<file path="config.mk">
export PLATFORM = sky130hd
export DESIGN_NAME = pc_uart_rx
export DESIGN_NICKNAME = d
export VERILOG_FILES = /design/src/rtl/pc_uart_pkg.sv /design/src/rtl/sync_2ff.sv /design/src/rtl/pc_uart_rx.sv
export SDC_FILE = /design/constraint.sdc
export NUM_CORES = 1
export LEC_CHECK = 0
export BUFFER_PORTS_ARGS = -buffer_cell sky130_fd_sc_hd__buf_2
export CORE_AREA = 2 2 69 97
export CTS_BUF_LIST = sky130_fd_sc_hd__clkbuf_8
export CTS_CLUSTER_DIAMETER = 60
export DETAILED_ROUTE_END_ITERATION = 6
export DIE_AREA = 0 0 71 99
export HOLD_SLACK_MARGIN = 0.08
export SLEW_MARGIN = 20
export SYNTH_ARGS = -nofsm -noshare
export SYNTH_HDL_FRONTEND = slang
export SYNTH_SLANG_ARGS = --single-unit
export TNS_END_PERCENT = 100
</file>
<file path="constraint.sdc">
create_clock -name wb_clk_i -period 2.5 [get_ports wb_clk_i]
set_clock_uncertainty 0.05 [all_clocks]
set_input_delay 0.5 -clock wb_clk_i [delete_from_list [all_inputs] [get_ports wb_clk_i]]
set_output_delay 0.5 -clock wb_clk_i [all_outputs]
set_load 0.02 [all_outputs]
</file>
<file path="src/rtl/pc_uart_pkg.sv">
// Shared types and helpers for the PC serial receive path.
package pc_uart_pkg;

    typedef enum logic [2:0] {
        IDLE,
        START,
        DATA,
        STOP,
        WAIT_HIGH
    } uart_rx_state_e;

    localparam int unsigned UART_FRAME_BITS = 10;

    function automatic int unsigned uart_div(input int unsigned clk_hz, input int unsigned baud);
        return clk_hz / baud;
    endfunction

endpackage

</file>
<file path="src/rtl/sync_2ff.sv">
// Two-flop synchronizer for asynchronous pad inputs, resetting to a chosen value.
module sync_2ff #(
    parameter int unsigned           WIDTH     = 1,
    parameter logic [WIDTH-1:0]      RESET_VAL = '0
) (
    input  logic             clk,
    input  logic             rst_n,
    input  logic [WIDTH-1:0] d,
    output logic [WIDTH-1:0] q
);

    logic [WIDTH-1:0] meta;

    always_ff @(posedge clk or negedge rst_n) begin
        if (!rst_n) begin
            meta <= RESET_VAL;
            q    <= RESET_VAL;
        end else begin
            meta <= d;
            q    <= meta;
        end
    end

endmodule

</file>
<file path="src/rtl/pc_uart_rx.sv">
// 8N1 receiver for the PC/configurator link: 3-sample majority voting,
// single-cycle byte strobe, framing-error strobe and break level.
module pc_uart_rx
    import pc_uart_pkg::*;
#(
    parameter int unsigned CLK_FREQ_HZ = 72_000_000,
    parameter int unsigned BAUD        = 115_200
) (
    input  logic       wb_clk_i,
    input  logic       wb_rst_ni,
    input  logic       pc_rx_pin,
    output logic [7:0] pc_rx_data,
    output logic       pc_rx_valid,
    output logic       frame_err_o,
    output logic       break_o,
    output logic       busy_o
);

    localparam int unsigned DIV        = uart_div(CLK_FREQ_HZ, BAUD);
    localparam int unsigned HALF       = DIV / 2;
    localparam int unsigned CNT_W      = $clog2(DIV);
    localparam int unsigned BRK_CYCLES = UART_FRAME_BITS * DIV;
    localparam int unsigned BRK_W      = $clog2(BRK_CYCLES);

    localparam logic [CNT_W-1:0] CNT_S0   = CNT_W'(HALF - 1);
    localparam logic [CNT_W-1:0] CNT_S1   = CNT_W'(HALF);
    localparam logic [CNT_W-1:0] CNT_DEC  = CNT_W'(HALF + 1);
    localparam logic [CNT_W-1:0] CNT_LAST = CNT_W'(DIV - 1);
    localparam logic [BRK_W-1:0] BRK_LAST = BRK_W'(BRK_CYCLES - 1);

    if (DIV < 8) begin : g_div_check
        $error("pc_uart_rx: CLK_FREQ_HZ/BAUD must be at least 8");
    end

    logic                 rx_s;
    logic                 rx_prev;
    uart_rx_state_e       state;
    logic [CNT_W-1:0]     cnt;
    logic [3:0]           bit_idx;
    logic                 s0;
    logic                 s1;
    logic                 vote;
    logic [7:0]           shreg;
    logic [BRK_W-1:0]     low_cnt;

    sync_2ff #(
        .WIDTH     (1),
        .RESET_VAL (1'b1)
    ) u_sync (
        .clk   (wb_clk_i),
        .rst_n (wb_rst_ni),
        .d     (pc_rx_pin),
        .q     (rx_s)
    );

    // Third sample is the live rx_s at the decision count.
    always_comb begin
        vote = (s0 & s1) | (s0 & rx_s) | (s1 & rx_s);
    end

    assign busy_o = (state != IDLE);

    always_ff @(posedge wb_clk_i or negedge wb_rst_ni) begin
        if (!wb_rst_ni) begin
            state       <= IDLE;
            cnt         <= '0;
            bit_idx     <= '0;
            s0          <= 1'b1;
            s1          <= 1'b1;
            shreg       <= '0;
            rx_prev     <= 1'b1;
            pc_rx_data  <= '0;
            pc_rx_valid <= 1'b0;
            frame_err_o <= 1'b0;
        end else begin
            rx_prev     <= rx_s;
            pc_rx_valid <= 1'b0;
            frame_err_o <= 1'b0;
            unique case (state)
                IDLE: begin
                    // The detection cycle itself is bit-time count 0.
                    if (!rx_s && rx_prev) begin
                        state   <= START;
                        cnt     <= CNT_W'(1);
                        bit_idx <= '0;
                    end
                end
                WAIT_HIGH: begin
                    if (!rx_s) begin
                        cnt <= '0;
                    end else if (cnt == CNT_LAST) begin
                        cnt   <= '0;
                        state <= IDLE;
                    end else begin
                        cnt <= cnt + 1'b1;
                    end
                end
                default: begin
                    if (cnt == CNT_LAST) begin
                        cnt     <= '0;
                        bit_idx <= bit_idx + 1'b1;
                    end else begin
                        cnt <= cnt + 1'b1;
                    end
                    if (cnt == CNT_S0) s0 <= rx_s;
                    if (cnt == CNT_S1) s1 <= rx_s;
                    if (cnt == CNT_DEC) begin
                        case (state)
                            START: state <= vote ? IDLE : DATA;
                            DATA: begin
                                shreg <= {vote, shreg[7:1]};
                                if (bit_idx == 4'd8) state <= STOP;
                            end
                            STOP: begin
                                if (vote) begin
                                    pc_rx_data  <= shreg;
                                    pc_rx_valid <= 1'b1;
                                    state       <= IDLE;
                                end else begin
                                    frame_err_o <= 1'b1;
                                    state       <= WAIT_HIGH;
                                    cnt         <= '0;
                                end
                            end
                            default: ;
                        endcase
                    end
                end
            endcase
        end
    end

    always_ff @(posedge wb_clk_i or negedge wb_rst_ni) begin
        if (!wb_rst_ni) begin
            low_cnt <= '0;
            break_o <= 1'b0;
        end else if (rx_s) begin
            low_cnt <= '0;
            break_o <= 1'b0;
        end else if (low_cnt == BRK_LAST) begin
            break_o <= 1'b1;
        end else begin
            low_cnt <= low_cnt + 1'b1;
        end
    end

endmodule

</file>
==> flow_metrics.py <==
metrics = {
    "clock_network": {
        "cts_resized": 0,
        "cts_root_buf": "clkbuf_8",
        "cts.sinks": 54,
        "clk_pin_slew_ps": 100,
        "cts_max_level": 2,
        "post_cts_buffers": 0,
        "clk_latency_ps": 310,
        "holdBufCountCts": 0,
        "cts_buffers": 5,
        "clockBufferDepth": 2,
        "cts_tree": "built",
    },
    "routing": {
        "remaining_drc_errors": 0,
        "firstDrtPassIters": 4,
        "postRouteAntennaNets": 0,
        "drt-initial-drc-count": 83,
        "via_count": 1796,
        "routedWlPerCell_um": 14.3,
        "vias_per_cell": 5.43,
        "routed_wl_mm": 4.74,
    },
    "floorplan": {
        "initial_core_util_pct": 43.6,
        "ioPinCount": 15,
        "dieArea_sq_um": 7030,
        "die_w_um": 71,
        "core_area_sq_um": 6170,
        "die_h_um": 99,
        "row_count": 34,
    },
    "final_layout": {
        "fin_cells": 331,
        "seq_area_sq_um": 1360,
        "n_antenna_cell": 0,
        "synthToLayoutAreaGrowth_pct": 8.38,
        "layout.nets": 268,
        "fill_cells": 577,
        "layout-drive-gt1-share_pct": 22.4,
        "final_area_sq_um": 2910,
        "multi_input_area_sq_um": 1230,
    },
    "place": {
        "placedCellCount": 323,
        "port_buffers": 14,
        "gp_congestion": 0.770,
        "hpwlAfterDp_mm": 3.33,
        "dpl-instance-area_sq_um": 2820,
        "dp_slack_ps": 458,
    },
    "pwr": {
        "peakVddDrop_v": 0.000299,
        "combPwrFrac_pct": 20.2,
        "power_density_nw_per_um2": 649,
        "internal-power_w": 0.00129,
        "p_sw_share_pct": 31.5,
        "p_sw_w": 0.000597,
        "clockPowerShare_pct": 27.8,
        "pwr-share-seq_pct": 52.0,
        "leakage_nw": 1.37,
    },
    "synthesis": {
        "synth-async-reset-ratio_pct": 100,
        "synth_edf_count": 0,
        "syn-num-nets": 253,
        "ys.warnings.count": 0,
        "synth_area_sq_um": 2690,
        "ys_seq_area_share_pct": 50.5,
        "ys_types": 52,
        "ys_ff_latch": 54,
        "avgSynthCellArea_sq_um": 11.1,
        "ys.flop_type": "dfrtp_1",
        "synthCells": 243,
    },
    "sta": {
        "finalSetupViolCount": 0,
        "finalHoldViolations": 0,
        "worst_slew_pin_slew_ps": 638,
        "hold_slack_ps": 150,
        "fin_ws_ps": 467,
        "period_needed_ps": 2030,
        "fmax_mhz": 492,
        "maxSlewHeadroom_pct": 57.5,
        "rsz0062_at_grt": "no",
        "slew_viol_final": 0,
        "finalSetupTns_ps": 0,
        "post-route-period-util_pct": 81.3,
    },
    "critical_path": {
        "worst_setup_path_end_kind": "register",
        "worstSetupPathType": "reg -> reg",
        "worst_setup_path_start_kind": "register",
        "cp_slowest_cell": "dfrtp_1",
        "critPathRequiredTime_ps": 2650,
        "cpLargestDelayFamily": "simple AND/OR/NAND/NOR gates",
        "r2r_slack_ps": 470,
        "max_stage_delay_ps": 470,
        "path_cells": "nor4b_4 > and3_1 > and4_4 > mux2_4",
        "worst-path-buf-inv": 0,
        "crit_fanout": 8,
        "worstPathArrival_ps": 2180,
    },
    "global_routing": {
        "grt_pass1_vias": 1787,
        "grt_max_degree": 30,
        "grt_usage_pct": 14.8,
        "antenna_found_initial": 0,
        "grt_first_pass_wirelength_mm": 8.22,
        "grt-ovfl-total": 0,
    },
    "status": {
        "status": "finished, final reports clean",
    },
    "job": {
        "maxCapViolCount": 0,
    },
    "worst_hold_path": {
        "worstHoldPathType": "in -> async",
    },
}
-- power by group through the flow --
stage	registers (W)	clock network, W	logic [W]
2_1_floorplan	0.000971	0	0.000318
3_3_place_gp	0.000998	0	0.000377
3_5_place_dp	0.000999	0	0.000385
4_1_cts	0.000983	0.000550	0.000387
5_1_grt	0.000994	0.000584	0.000433
6_report	0.000983	0.000526	0.000383
-- path summary, 6_finish.rpt --
kind,end,startpoint,cells past startpoint
min reg2reg,u_sync.q$_DFF_PN1_,u_sync.meta$_DFF_PN1_,0
min,low_cnt[4]$_DFFE_PN0P_,wb_rst_ni,1
max reg2reg,pc_rx_data[6]$_DFFE_PN0P_,cnt[7]$_DFFE_PN0P_,4
max in group asynchronous,shreg[4]$_DFFE_PN0P_,wb_rst_ni,2
min in group wb_clk_i,u_sync.meta$_DFF_PN1_,pc_rx_pin,1
max,pc_rx_data[6]$_DFFE_PN0P_,cnt[7]$_DFFE_PN0P_,4
-- Yosys cell counts (2+ instances only) --
cell       n  share of area (%)
ha_1       7                3.3
dfrtp_1   49                 46
o21ai_0   12                2.2
clkbuf_1   4               0.56
xnor2_1    2               0.65
mux2_4     8                4.5
a22o_1     4                1.3
inv_1     11                1.5
and2_1     2               0.47
buf_6      2               0.84
nand4_1    6                1.4
mux2_2    13                5.4
and3_1     4               0.93
nor2b_1    2               0.47
dfstp_2    5                4.9
xor2_1     9                2.9
a21oi_1   10                1.9
or3_1      6                1.4
o31ai_1    3               0.84
nand3_1    7                1.3
and4b_1    2               0.74
nand2_1   19                2.7
a21o_1     3               0.84
nor2_1    25                3.5
-- final cells by class --
type                    instances  area share, %
well taps                      72           3.09
flip-flops and latches         54           46.6
inverters                      11           1.42
clock buffers                   6           2.83
clock inverters                 2          0.558
multi-input cells             170           42.2
repair buffers                 16           3.35
-- worst register-to-register path: cells and delay by family, from the launching register on --
kind             cells  cell delay, ps
and+or+nand+nor      3            1090
DFF                  1             470
muxes                1             320
-- layout by cell type, fill, tap and decap left out, types with 2 or more instances in the layout --
cell type,count
nor2_1,25
mux2_2,13
a22o_1,4
inv_1,11
mux2_4,8
xor2_1,9
a21o_1,3
xnor2_1,2
and4b_1,2
buf_2,14
clkbuf_8,6
a21oi_1,10
and2_1,2
and3_1,4
nand3_1,7
o31ai_1,3
nand2_1,19
dfstp_2,5
ha_1,7
or3_1,6
nand4_1,6
nor2b_1,2
dfrtp_1,49
o21ai_0,12
-- routing by layer --
layer  GRT usage [%]  wire length, um
met4            7.11              149
met1            17.7             2070
met3            2.97              129
met2            25.1             2390
met5               0                0
-- cells by family (layout without fill, tap and decap cells) --
group,count (synthesis),after routing,synth area share [%]
and+or+nand+nor,90,90,19.0
DFF,54,54,50.5
AOI/OAI and AO/OA,40,40,9.54
muxes,21,21,9.91
buffers and inverters,19,35,3.82
xor gates and xnor gates,11,11,3.58
adders and majority gates,8,8,3.63
-- flip-flops by register name (all words and copies together), names as in the netlist --
register	cells
bit_idx	4
break_o	1
cnt	10
frame_err_o	1
low_cnt	13
pc_rx_data	8
pc_rx_valid	1
rx_prev	1
s0	1
s1	1
shreg	8
state	3
u_sync.meta	1
u_sync.q	1
-- per-stage QoR --
| step | power [W] | util, % |
|---|---|---|
| 2_1_floorplan | 0.00129 | - |
| 6_report | 0.00189 | 47.2 |
| 3_3_place_gp | 0.00138 | 45.6 |
| 3_5_place_dp | 0.00138 | 45.6 |
| 4_1_cts | 0.00192 | 47.2 |
| 5_1_grt | 0.00201 | 47.2 |
No activity file was read; power rests on OpenSTA's default activity.
